<file path="src/rtl/rm_c4_violation_collector.sv">
// Cluster-4 violation collector: timestamps masked violation flags into a show-ahead event FIFO,
// keeps sticky status, saturating per-property hit counters and a level irq. Option: RM_C4_EDGE_DETECT_EN.
module rm_c4_violation_collector #(
    parameter int NUM_PROPS  = 7,
    parameter int CNT_W      = 16,
    parameter int TS_W       = 32,
    parameter int FIFO_DEPTH = 4
) (
    input  logic                         clk,
    input  logic                         reset,
    input  logic                         run,
    input  logic [NUM_PROPS-1:0]         ltl_flags,
    input  logic [NUM_PROPS-1:0]         prop_mask,
    output logic                         evt_valid,
    input  logic                         evt_ready,
    output logic [NUM_PROPS-1:0]         evt_flags,
    output logic [TS_W-1:0]              evt_stamp,
    output logic [NUM_PROPS-1:0]         sticky,
    output logic                         overflow,
    input  logic                         clr_sticky,
    input  logic [$clog2(NUM_PROPS)-1:0] cnt_sel,
    output logic [CNT_W-1:0]             cnt_value,
    output logic                         irq
);

    localparam int AW    = $clog2(FIFO_DEPTH);
    localparam int SEL_W = $clog2(NUM_PROPS);

    logic [TS_W-1:0]      stamp;
    logic [NUM_PROPS-1:0] hit;

`ifdef RM_C4_EDGE_DETECT_EN
    logic [NUM_PROPS-1:0] prev_flags;

    always_ff @(posedge clk or posedge reset) begin
        if (reset) begin
            prev_flags <= '0;
        end else if (run) begin
            prev_flags <= ltl_flags;
        end
    end

    assign hit = ltl_flags & ~prev_flags & prop_mask & {NUM_PROPS{run}};
`else
    assign hit = ltl_flags & prop_mask & {NUM_PROPS{run}};
`endif

    always_ff @(posedge clk or posedge reset) begin
        if (reset) begin
            stamp <= '0;
        end else if (run) begin
            stamp <= stamp + TS_W'(1);
        end
    end

    // Event port: a transfer happens on a cycle where evt_valid && evt_ready at the rising edge;
    // evt_valid never depends on evt_ready and the head stays stable until it is taken.
    logic [AW:0]          wr_ptr;
    logic [AW:0]          rd_ptr;
    logic [TS_W-1:0]      mem_stamp [FIFO_DEPTH];
    logic [NUM_PROPS-1:0] mem_flags [FIFO_DEPTH];
    logic                 empty;
    logic                 full;
    logic                 push;
    logic                 pop;
    logic                 wr_en;
    logic                 drop;

    assign empty = (wr_ptr == rd_ptr);
    assign full  = (wr_ptr[AW] != rd_ptr[AW]) && (wr_ptr[AW-1:0] == rd_ptr[AW-1:0]);
    assign push  = |hit;
    assign pop   = evt_valid && evt_ready;
    // When full, a same-cycle pop frees the slot the write lands in, so nothing is lost.
    assign wr_en = push && (!full || pop);
    assign drop  = push && full && !pop;

    always_ff @(posedge clk or posedge reset) begin
        if (reset) begin
            wr_ptr <= '0;
            rd_ptr <= '0;
        end else begin
            if (wr_en) wr_ptr <= wr_ptr + (AW+1)'(1);
            if (pop)   rd_ptr <= rd_ptr + (AW+1)'(1);
        end
    end

    always_ff @(posedge clk) begin
        if (wr_en) begin
            mem_stamp[wr_ptr[AW-1:0]] <= stamp;
            mem_flags[wr_ptr[AW-1:0]] <= hit;
        end
    end

    assign evt_valid = !empty;
    assign evt_flags = empty ? '0 : mem_flags[rd_ptr[AW-1:0]];
    assign evt_stamp = empty ? '0 : mem_stamp[rd_ptr[AW-1:0]];

    logic [NUM_PROPS-1:0] sticky_next;
    logic                 overflow_next;

    // A hit or drop in the clear cycle wins over the clear.
    assign sticky_next   = (clr_sticky ? '0 : sticky) | hit;
    assign overflow_next = (clr_sticky ? 1'b0 : overflow) | drop;

    always_ff @(posedge clk or posedge reset) begin
        if (reset) begin
            sticky   <= '0;
            overflow <= 1'b0;
            irq      <= 1'b0;
        end else begin
            sticky   <= sticky_next;
            overflow <= overflow_next;
            irq      <= (|sticky_next) | overflow_next;
        end
    end

    logic [CNT_W-1:0] cnt [NUM_PROPS];

    always_ff @(posedge clk or posedge reset) begin
        if (reset) begin
            for (int i = 0; i < NUM_PROPS; i++) cnt[i] <= '0;
        end else begin
            for (int i = 0; i < NUM_PROPS; i++) begin
                if (hit[i] && (cnt[i] != {CNT_W{1'b1}})) cnt[i] <= cnt[i] + CNT_W'(1);
            end
        end
    end

    always_comb begin
        cnt_value = '0;
        for (int i = 0; i < NUM_PROPS; i++) begin
            if (cnt_sel == SEL_W'(i)) cnt_value = cnt[i];
        end
    end

endmodule

</file>
<file path="config.mk">
export PLATFORM = sky130hd
export DESIGN_NAME = rm_c4_violation_collector
export DESIGN_NICKNAME = d
export VERILOG_FILES = /design/src/rtl/rm_c4_violation_collector.sv
export SDC_FILE = /design/constraint.sdc
export NUM_CORES = 1
export LEC_CHECK = 0
export BUFFER_PORTS_ARGS = -buffer_cell sky130_fd_sc_hd__clkbuf_2
export CORE_ASPECT_RATIO = 1.25
export CORE_MARGIN = 3
export CORE_UTILIZATION = 40
export DETAILED_ROUTE_END_ITERATION = 6
export GPL_TIMING_DRIVEN = 0
export PLACE_DENSITY = 0.61
export SLEW_MARGIN = 20
export SYNTH_ARGS = -nofsm -noshare
export SYNTH_HDL_FRONTEND = slang
export SYNTH_SLANG_ARGS = --single-unit
</file>
<file path="constraint.sdc">
create_clock -name clk -period 7 [get_ports clk]
set_input_delay 1.4 -clock clk [delete_from_list [all_inputs] [get_ports clk]]
set_output_delay 1.4 -clock clk [all_outputs]
set_load 0.1 [all_outputs]
</file>
After elaboration in Yosys (flattened, before gate mapping)

Memories as Yosys holds them, arrays and structs flattened.
Index checks and enable logic that the tools add are counted.

Add/subtract/negate cells: 10
Equality and inequality tests: 16
Muxes and demuxes: 13
Bitwise logic cells: 5
Reductions and logical operators: 19

Operators with widths:

| kind                  | number |
|---|---|
| $add 16x1->16 const B | 7 |
| $mux 16               | 7 |
| $ne 16x16->1 const B  | 7 |
| $add 32x1->32 const B | 1 |
| $mux 32               | 1 |
| $and 7x7->7           | 2 |
| $mux 7                | 2 |
| $reduce_or 7->1       | 2 |
| $logic_and 1x1->1     | 12 |
| $eq 3x3->1 const B    | 3 |
| $or 7x7->7            | 1 |
| $add 3x1->3 const B   | 2 |
| $eq 3x2->1 const B    | 2 |
| $eq 3x1->1 const B    | 1 |
| $eq 3x3->1            | 1 |
| $logic_not 1->1       | 3 |
| $logic_not 3->1       | 1 |
| $mux 1                | 3 |
| $eq 2x2->1            | 1 |
| $or 1x1->1            | 2 |
| $logic_or 1x1->1      | 1 |
| $ne 1x1->1            | 1 |

Flip-flop bits (word level): 159
Bits in writable memories: 156
Input bits: 22
Word-level logic and storage cells: 78
Memories: 2

Memories:

| memory    | words | width | read ports | clocked after memory_dff | write ports | RTL line | text |
|---|---|---|---|---|---|---|---|
| mem_stamp | 4     | 32    | 1          | 0                        | 1           | 60       | `logic [TS_W-1:0] mem_stamp [FIFO_DEPTH];` |
| mem_flags | 4     | 7     | 1          | 0                        | 1           | 61       | `logic [NUM_PROPS-1:0] mem_flags [FIFO_DEPTH];` |

Logic depth before layout (Yosys ltp)

Gate-level depths: netlist of run 1.

Word-level depth: 8
Depth in mapped cells: 7

Least setup slack after synthesis of run 1

Ideal clock, no wire load.

Path kind: input -> output
Start point: input port cnt_sel[2]
End point: output port cnt_value[0]
Arrival: 4.610 ns
Required time: 5.600 ns
Setup slack: 0.990 ns
Stages on the path: 5
Buffers on the path: 1
Cell sequence: buf_2 or3b_2 a21oi_1 o22ai_1 a221oi_1

Word-level cells in the longest chain between the ends: 8
Elaborated cells on any way between the ends: 14
Classes of those cells: 6 x eq/ne; 7 x mux; 1 x reduce/logical

RTL lines:

| element              | RTL line | text |
|---|---|---|
| start, declared      | 21       | `input logic [$clog2(NUM_PROPS)-1:0] cnt_sel,` |
| $logic_not 3->1      | 132      | `if (cnt_sel == SEL_W'(i)) cnt_value = cnt[i];` |
| $mux 16 (6 in a row) | 132      |  |
| $mux 16 (*)          | 132      |  |
| end, declared        | 22       | `output logic [CNT_W-1:0] cnt_value,` |

Mark *: on every way between the ends. The rest lies on a longest branch, timed or not.

Final worst setup path of run 1

Start point: input port cnt_sel[2]
End point: output port cnt_value[15]

Same word-level chain as after synthesis.

==> flow_summary_export.csv, run 1 <==
group,metric,value,unit
status,outcome,"finished clean",
finish,utilization,47.4,%
worst_setup_path,cp_cell_sequence,"clkbuf_2 > buf_2 > buf_2 > nand2_1 > a21oi_1 > o22ai_1 > a221oi_1 > clkbuf_2",
worst_setup_path,crit_fanout,10,
grt,overflow,0,
worst_setup_path,ff2ff_path_depth,6,
worst_setup_path,crit_buf_inv,4,
yosys,synth_top_area_share,31.9,%
worst_setup_path,cp.required,5600,ps
placement,io_buffer_count,84,
cts,clk_pin_slew,60,ps
yosys,synth_ff_type,"dfrtp_1",
grt,grt_pass1_vias,9373,
worst_setup_path,timing.rr.start,"rd_ptr[1]",
finish,antennaDiodeCount,0,
yosys,synth.yosys.seq_area_share,59.0,%
sta,setup_ws,1970,ps
yosys,synth-async-reset-ratio,50.5,%
sta,drv_slew,0,
yosys,syn_inst,1107,
drt,drtAntennaViolNets,0,
drt,drt-wirelength-per-cell,19.5,um
grt,antenna_found_initial,1,
yosys,syn_avg_cell_area,13.3,um^2
placement,hpwl,23900,um
finish,finalNetCount,1269,
min_path,min_from,"wr_ptr[2]",
pwr,finalPower,0.00781,W
drt,dr.first_iter.drc_count,631,
yosys,synth_seq_cells,315,
sta,setup_viol,0,
worst_setup_path,critPathCaptureType,"output pin",
worst_setup_path,start_kind,"input pin",
die,dieHeight,220,um
placement,pre_cts_slack,1960,ps
pwr,powerDensity,461,nW/um^2
pwr,ir_drop,0.308,mV
finish,areaGrowthSynthToFinish,15.4,%
die,num_rows,77,
worst_setup_path,max_stage_delay,560,ps
cts,cts_tree,"yes",
die,io_pins,87,
yosys,synth_edf_count,156,
worst_setup_path,path_depth,8,
sta,skew,14.5,ps
placement,gp_congestion,0.939,
drt,drc,0,
die,start_util,41.1,%
sta,fmax,0.199,GHz
worst_setup_path,cpMaxStageDelayCell,"clkbuf_2",
sta,relSlewSlack,54.4,%
yosys,synth_fp_nets,1142,
worst_setup_path,reg2reg_slack,4480,ps
sta,period_minus_slack,5030,ps
cts,cts_sinks,315,
min_path,min_path_type,"reg -> reg",
sta,hold_violations,0,
cts,post_cts_buffers,0,
pwr,leakagePower,6.73,nW
cts,h-tree-depth,2,
die,die_x,177,um
sta,rsz0062_at_grt,"false",
cts,clock_latency,530,ps
finish,drive_above_1_share,21.1,%
cts,cts_buffers,34,
yosys,synthTopCellsByArea,"edfxtp_1 (32%), dfrtp_1 (27%), mux4_2 (6.0%)",
worst_setup_path,arrival,3630,ps
grt,grt_usage,17.6,%
cts,cts_resized,0,
cts,clockBufferDepth,3,
sta,period_share,71.9,%
min_path,min_path_cells,1,
die,coreArea,35700,um^2
worst_setup_path,critical_path_class,"in -> out",
yosys,synth_area,14700,um^2
yosys,synth_area_leader_cell,"edfxtp_1",
worst_setup_path,r2r_end,"mem_stamp[2][5]",
min_path,hold_end,"wr_ptr[2]",
drt,first_pass_iters,5,
worst_setup_path,crit_family,"buffers and inverters",
job,maxCapViolations,0,
drt,drt_wl_total,33800,um
finish,instances_no_fill,1734,
cts,postCtsHoldBufs,0,
sta,tightest_slew,684,ps
sta,setup_tns,0,ps
grt,grt_start_max_net_pins,83,
placement,dp_cells,1672,
drt,viasPerCell,5.43,
drt,vias,9423,
yosys,synth.distinct_cells,68,
grt,grt_pass1_wl,53300,um
cts,root_buffer,"clkbuf_16",
die,die_area,39000,um^2
yosys,yosys_warnings,0,
[cells in the mapped netlist, types with 7 or more instances]
master,number
mux4_2,39
a21oi_1,15
clkbuf_1,26
nor4_1,13
o21ai_0,21
mux2_2,21
xor2_1,61
nand4_2,8
a21o_1,7
ha_1,13
nor3_1,37
edfxtp_1,156
mux2i_1,10
and2_1,45
nor2_1,50
xnor2_1,69
buf_2,15
nand2_1,58
inv_1,30
o22a_1,7
nand3_1,45
and3_1,16
nand4_1,34
a221oi_1,20
and4_1,18
dfrtp_1,159
o22ai_1,20
[cells in the final DEF (no fill, tap or decap), drive strengths merged, types with 6 or more instances in the layout]
master / count
nand4: 43
o21ai: 22
nand3: 49
a21o: 7
nand2b: 6
o22ai: 20
or3: 6
mux2: 25
a221oi: 20
o22a: 7
clkbuf: 151
xnor2: 69
ha: 13
and3: 16
edfxtp: 156
a31oi: 6
mux4: 39
clkinv: 12
inv: 33
dfrtp: 159
nor2: 51
xor2: 61
nand2: 58
mux2i: 10
nor3: 38
nor4: 19
and4: 18
a21oi: 15
buf: 26
and2: 45
[stage by stage]
| step | instance area [um^2] | hold WS [ps] |
|---|---|---|
| detailed placement | 15800 | 477 |
| global placement | 15700 | 479 |
| global route | 16900 | 497 |
| floorplan | 14700 | 454 |
| CTS | 16900 | 487 |
| finish | 16900 | 494 |
[final cells by class]
class / instances / area, um^2
clock buffer: 40 / 903
tap: 474 / 593
clock inverter: 22 / 235
buffer: 46 / 208
fill: 3206 / 18800
timing repair buffer: 91 / 513
inverter: 31 / 124
multi-input combinational: 715 / 5700
sequential: 315 / 8660
[flip-flops by register name, indices dropped and copies added (netlist names)]
signal,cells
rd_ptr,3
stamp,32
mem_flags,28
mem_stamp,128
cnt,112
irq,1
overflow,1
wr_ptr,3
sticky,7
[where the power goes]
part	total (W)	switching, W	leakage, nW	internal [W]
sequential	0.00258	0.000257	3.39	0.00232
clock	0.00181	0.000758	0.543	0.00105
combinational	0.00343	0.00267	2.80	0.000756
[worst reg2reg max path: stages (launching register included)]
cell and delay, ps:
dfrtp_1 340, clkbuf_1 260, xnor2_1 150, and4b_1 250, nor2_1 350, and2_2 570
buf_12 270
[logic make-up after synthesis]
kind of cell	share of synthesized area (%)
buffers and inverters	2.21
and+or+nand+nor	15.5
DFF	59.0
adders and majority gates	1.11
xor gates and xnor gates	7.76
AOI/OAI and AO/OA	5.81
muxes	8.59
[routing by layer]
layer  wire [um]  global-route usage [%]  vias up  share of wire (%)
li1            -                       -     4433                  -
met1       14500                    23.3     4683                 43
met2       16500                    29.4      239                 49
met3        1730                    2.90       66                5.1
met4        1070                    6.16        2                3.2
met5          17                       0        -              0.050
[worst max-delay path by stage]
stage                from                to  slack, ps
5_1_grt        cnt_sel[2]     cnt_value[15]       1920
2_1_floorplan  cnt_sel[2]      cnt_value[0]        990
3_3_place_gp          run  mem_stamp[3][15]      -1010
6_report       cnt_sel[2]     cnt_value[15]       1970
4_1_cts        cnt_sel[2]     cnt_value[10]       1960
3_5_place_dp   cnt_sel[2]     cnt_value[10]       1960
No activity file was read; power rests on OpenSTA's default activity.
==> run 2: changes to the inputs <==
--- a/config.mk
+++ b/config.mk
@@ -11,7 +11,7 @@
 export CORE_UTILIZATION = 40
 export DETAILED_ROUTE_END_ITERATION = 6
 export GPL_TIMING_DRIVEN = 0
-export PLACE_DENSITY = 0.61
+export PLACE_DENSITY = 0.63
 export SLEW_MARGIN = 20
 export SYNTH_ARGS = -nofsm -noshare
 export SYNTH_HDL_FRONTEND = slang
==> constraint.sdc (replaced) <==
create_clock -name clk -period 4.49 [get_ports clk]
set_input_delay 0.898 -clock clk [delete_from_list [all_inputs] [get_ports clk]]
set_output_delay 0.898 -clock clk [all_outputs]
set_load 0.1 [all_outputs]
==> run 2 against run 1 <==
Effect of this change:
- via count grew 1.3%
- flip-flop and latch count unchanged
- setup slack worse by 1400 ps
- utilization is 0.64 points higher
- clock-buffer cell count unchanged
- sequential power grew 56%
- highest routed layer is now met4
==> flow_summary_export.csv, run 2 (synthesis gave the netlist of run 1 again) <==
group,metric,value,unit
sta,setup_tns,0,ps
worst_setup_path,reg2reg_slack,2060,ps
cts,root_buffer,"clkbuf_16",
die,die_x,177,um
drt,drc,0,
placement,pre_cts_slack,568,ps
status,outcome,"finished clean",
grt,grt_start_max_net_pins,34,
cts,h-tree-depth,2,
worst_setup_path,ff2ff_path_depth,6,
drt,drtAntennaViolNets,0,
finish,multi_input_area,5780,um^2
cts,cts_tree,"yes",
die,io_pins,87,
die,num_rows,77,
sta,skew,14.7,ps
drt,drt-wirelength-per-cell,19.9,um
grt,use_met2,30.3,%
placement,hpwl,24600,um
die,start_util,41.1,%
sta,setup_viol,0,
sta,drv_slew,0,
sta,fmax,0.253,GHz
worst_setup_path,cp.required,3590,ps
finish,largest_reg_flops,128,
finish,fill_cells,3153,
pwr,leakagePower,6.82,nW
placement,gp_congestion,0.978,
cts,clockBufferDepth,3,
cts,clock_latency,520,ps
grt,grt_pass1_vias,9599,
worst_setup_path,timing.rr.start,"rd_ptr[1]",
worst_setup_path,start_kind,"input pin",
finish,layout_common_cells,"dfrtp_1 (159), edfxtp_1 (156), clkbuf_2 (85)",
grt,overflow,0,
die,dieHeight,220,um
sta,tightest_slew,727,ps
grt,grt_use_met3,2.54,%
drt,drt_wl_total,34600,um
grt,grt_usage,18.1,%
pwr,ir_drop,0.453,mV
grt,antenna_found_initial,0,
cts,post_cts_buffers,0,
min_path,min_path_type,"in -> async",
cts,clk_pin_slew,60,ps
finish,final_common_cell,"dfrtp_1",
worst_setup_path,critical_path_class,"in -> out",
cts,cts_resized,0,
finish,areaGrowthSynthToFinish,17.0,%
cts,cts_buffers,34,
worst_setup_path,critPathCaptureType,"output pin",
job,maxCapViolations,0,
worst_setup_path,crit_start,"cnt_sel[2]",
worst_setup_path,crit_fanout,10,
sta,rsz0062_at_grt,"false",
grt,grt_pass1_wl,54700,um
finish,finalNetCount,1274,
die,die_area,39000,um^2
sta,period_share,87.9,%
finish,antennaDiodeCount,0,
drt,dr.first_iter.drc_count,693,
grt,use_met1,24.2,%
finish,drive_above_1_share,22.8,%
grt,grt-busiest-layer,"met2",
sta,setup_ws,542,ps
sta,timing.hold.ws,426,ps
placement,io_buffer_count,84,
die,coreArea,35700,um^2
pwr,powerDensity,718,nW/um^2
worst_setup_path,arrival,3050,ps
drt,viasPerCell,5.49,
worst_setup_path,r2r_end,"mem_stamp[1][3]",
cts,cts_sinks,315,
drt,first_pass_iters,5,
worst_setup_path,crit_end,"cnt_value[10]",
drt,vias,9548,
sta,relSlewSlack,51.5,%
sta,period_minus_slack,3950,ps
finish,regArea,8660,um^2
sta,hold_violations,0,
finish,utilization,48.0,%
cts,postCtsHoldBufs,0,
[run 2: cell count changes in the layout (fill, tap and decap cells not counted), moves of 3 or more]
| cell | change |
|---|---|
| clkinv_1 | -5 |
| clkinv_2 | +5 |
| buf_12 | +6 |
| buf_4 | -3 |
| a221oi_2 | +12 |
| a221oi_1 | -12 |
| inv_6 | +3 |
[run 2: through the flow]
step           cell area [um^2]  std cells  power, W
6_report                  17200       1739    0.0123
5_1_grt                   17200       1739    0.0128
4_1_cts                   17200       1739    0.0125
3_5_place_dp              16000       1677   0.00952
3_3_place_gp              15800       1665   0.00938
2_1_floorplan             14800       1107   0.00843
[run 2: report_power, final]
part / switching, W / internal [W] / total, W / leakage, nW
logic: 0.00418 / 0.00121 / 0.00539 / 2.85
clock network: 0.00117 / 0.00175 / 0.00291 / 0.576
registers: 0.000412 / 0.00362 / 0.00403 / 3.39
[run 2: area by class of cell]
class | instances | area share (%)
Clock inverter | 22 | 1.55
Timing Repair Buffer | 96 | 3.71
Inverter | 31 | 0.700
Tap cell | 474 | 3.45
Sequential cell | 315 | 50.5
Clock buffer | 40 | 5.26
Multi-Input combinational cell | 715 | 33.7
Buffer | 46 | 1.21
[run 2: worst min path at each step]
stage / from / endpoint / cells past startpoint / slack [ps]
after detailed placement: wr_ptr[2] / wr_ptr[2] / 1 / 480
after global routing: reset / cnt[40] / 2 / 450
after CTS: reset / cnt[40] / 2 / 420
final: reset / cnt[40] / 2 / 430
after floorplan: cnt[7] / cnt[7] / 1 / 450
after global placement: wr_ptr[2] / wr_ptr[2] / 1 / 470
[run 2: layer usage]
metal | up-vias | part of all wire (%)
li1 | 4449 | -
met1 | 4764 | 44
met2 | 268 | 49
met3 | 67 | 4.8
met4 | 0 | 3.0
met5 | - | 0
[run 2: critical path, stage by stage]
cell and delay, ps:
clkbuf_2 140, buf_2 210, or3b_2 450, a21oi_1 290
o22ai_1 160, a221oi_2 360, clkbuf_2 520
==> run 3: changes to the inputs <==
--- a/config.mk
+++ b/config.mk
@@ -5,8 +5,10 @@
 export SDC_FILE = /design/constraint.sdc
 export NUM_CORES = 1
 export LEC_CHECK = 0
+export ABC_AREA = 1
+export ABC_CLOCK_PERIOD_IN_PS = 4490
 export BUFFER_PORTS_ARGS = -buffer_cell sky130_fd_sc_hd__clkbuf_2
-export CORE_ASPECT_RATIO = 1.25
+export CORE_ASPECT_RATIO = 1.2
 export CORE_MARGIN = 3
 export CORE_UTILIZATION = 40
 export DETAILED_ROUTE_END_ITERATION = 6
==> run 3 against run 2 <==
Effect of this change:
- register-to-register slack got worse by 180 ps
- largest cell class unchanged
- area after synthesis rose by 8.2%
- largest power group unchanged
- sequential power barely moved
- highest routed layer unchanged
- flip-flop and latch count did not move
==> flow_summary_export.csv, run 3 <==
group,metric,value,unit
yosys,yosys_warnings,0,
grt,grt_use_met3,2.74,%
cts,clockBufferDepth,3,
yosys,synth_ff_type,"dfrtp_1",
cts,clock_latency,510,ps
grt,overflow,0,
worst_setup_path,path_depth,9,
sta,setup_tns,0,ps
worst_setup_path,crit_buf_inv,6,
yosys,synth_area_leader_cell,"edfxtp_1",
worst_setup_path,cp_cell_sequence,"buf_2 > inv_2 > buf_2 > clkbuf_1 > nor2_1 > o32ai_1 > nand2_1 > inv_1 > clkbuf_2",
drt,vias,12700,
drt,dr.first_iter.drc_count,823,
sta,timing.hold.ws,445,ps
yosys,syn_avg_cell_area,8.48,um^2
pwr,p_seq_share,32.1,%
pwr,clock_power_share,21.8,%
drt,drt-wirelength-per-cell,15.7,um
cts,cts_sinks,315,
sta,tightest_slew,712,ps
drt,first_pass_iters,5,
cts,cts_resized,0,
yosys,syn_inst,1872,
worst_setup_path,ff2ff_path_depth,8,
worst_setup_path,crit_top_cell,"buf_2",
sta,setup_viol,0,
placement,pre_cts_slack,812,ps
worst_setup_path,critPathCaptureType,"output pin",
pwr,power_frac_comb,46.0,%
grt,grt_pass1_wl,64400,um
finish,largest_reg_flops,128,
placement,gp_congestion,0.920,
worst_setup_path,crit_fanout,10,
yosys,synthTopCellsByCount,"nand2_1 (675), nor2_1 (297), dfrtp_1 (159), edfxtp_1 (156), inv_1 (133)",
die,die_x,188,um
cts,h-tree-depth,2,
finish,regArea,8660,um^2
worst_setup_path,crit_family,"buffers and inverters",
yosys,synthTopCellsByArea,"edfxtp_1 (30%), dfrtp_1 (25%), nand2_1 (16%)",
pwr,p_sw_share,49.3,%
yosys,yosysMostFrequentCell,"nand2_1",
sta,rsz0062_at_grt,"false",
grt,grt-busiest-layer,"met2",
finish,fill_cells,3809,
grt,grt_start_max_net_pins,30,
die,start_util,40.8,%
grt,use_met2,33.8,%
pwr,power.switching,0.00620,W
yosys,synth_seq_cells,315,
pwr,leakagePower,8.10,nW
sta,period_share,86.1,%
sta,hold_violations,0,
grt,grt_pass1_vias,12100,
grt,use_met1,23.3,%
sta,relSlewSlack,52.4,%
die,coreArea,38900,um^2
finish,multi_input_area,6450,um^2
cts,clk_pin_slew,60,ps
die,num_rows,79,
yosys,synth-async-reset-ratio,50.5,%
yosys,synth.distinct_cells,29,
pwr,ir_drop,0.739,mV
grt,grt_usage,18.9,%
cts,cts_buffers,34,
cts,root_buffer,"clkbuf_16",
yosys,synth_edf_count,156,
drt,viasPerCell,4.97,
die,io_pins,87,
yosys,synth_area,15900,um^2
min_path,min_path_type,"in -> async",
finish,drive_above_1_share,10.2,%
sta,setup_ws,623,ps
finish,utilization,47.2,%
placement,hpwl,28900,um
cts,postCtsHoldBufs,0,
drt,drtAntennaViolNets,0,
finish,finalNetCount,2041,
worst_setup_path,start_kind,"flip-flop",
grt,antenna_found_initial,0,
finish,layout_common_cells,"nand2_1 (675), nor2_1 (293), dfrtp_1 (159)",
finish,final_common_cell,"nand2_1",
worst_setup_path,arrival,2970,ps
drt,drc,0,
status,outcome,"finished clean",
drt,drt_wl_total,40000,um
die,dieHeight,224,um
sta,drv_slew,0,
worst_setup_path,cp.required,3590,ps
sta,period_minus_slack,3870,ps
sta,fmax,0.259,GHz
yosys,synth.yosys.seq_area_share,54.6,%
finish,antennaDiodeCount,0,
worst_setup_path,cpMaxStageDelayCell,"clkbuf_1",
yosys,synth_fp_nets,1907,
pwr,finalPower,0.0126,W
die,die_area,42100,um^2
pwr,power.internal,0.00637,W
finish,areaGrowthSynthToFinish,15.7,%
job,maxCapViolations,0,
cts,cts_tree,"yes",
pwr,powerDensity,684,nW/um^2
yosys,synth_top_area_share,29.5,%
worst_setup_path,max_stage_delay,480,ps
placement,io_buffer_count,86,
cts,post_cts_buffers,0,
sta,skew,12.4,ps
worst_setup_path,critical_path_class,"reg -> out",
[run 3: changes by cell type after synthesis, sizes merged, moves of 20 or more]
| cell | previous run | this run |
|---|---|---|
| nor3 | 38 | 18 |
| a221oi | 20 | 0 |
| mux4 | 39 | 0 |
| nand3 | 49 | 90 |
| inv | 31 | 142 |
| o21ai | 22 | 56 |
| nand2 | 58 | 678 |
| and2 | 45 | 0 |
| o22ai | 20 | 0 |
| mux2 | 25 | 0 |
| nor2 | 51 | 301 |
| o32ai | 0 | 39 |
[run 3: cell type report]
class,count,share of cell area (%)
timing repair buffer,98,3.85
sequential,315,47.1
multi-input combinational,1359,35.1
clock buffer,51,5.58
buffer,56,1.40
inverter,142,2.92
tap,526,3.58
clock inverter,8,0.395
[run 3: logic make-up after synthesis]
logic type / share of synthesized area (%)
compound gates: 4.11
xor+xnor: 6.73
fa+ha+maj: 1.02
buf+inv: 4.98
flops: 54.6
simple gates: 28.6
[run 3: routing by layer]
layer | wire length (um) | share of wire (%) | vias to the layer above
li1 | - | - | 6303
met1 | 16900 | 42 | 6003
met2 | 20000 | 50 | 306
met3 | 1790 | 4.5 | 78
met4 | 1270 | 3.2 | 0
met5 | 0 | 0 | -
[run 3: power groups by stage]
stage               sequential (W)  clock, W  combinational, W
floorplan                  0.00406         0           0.00452
global placement           0.00412         0           0.00564
detailed placement         0.00409         0           0.00583
CTS                        0.00403   0.00282           0.00584
global route               0.00410   0.00293           0.00618
finish                     0.00404   0.00275           0.00579
[run 3: stage by stage]
stage               area, um^2  std cells
finish                   18400       2555
global route             18400       2555
CTS                      18400       2555
detailed placement       17300       2496
global placement         17000       2484
floorplan                15900       1872
[run 3: worst register-to-register path: cells and delay by family (launching register included)]
family          cells  cell delay (ps)
simple gates        4             1210
buf+inv             3              670
flops               1              350
compound gates      1               80
[run 3: worst paths after layout]
| path | from | endpoint | slack (ps) |
|---|---|---|---|
| max | rd_ptr[0] | evt_stamp[13] | 620 |
| min | reset | cnt[94] | 450 |
| max reg2reg | rd_ptr[0] | mem_stamp[0][9] | 1880 |
| min reg2reg | sticky[2] | sticky[2] | 520 |
| max in group asynchronous | reset | cnt[43] | 3300 |
| min in group clk | sticky[2] | sticky[2] | 520 |
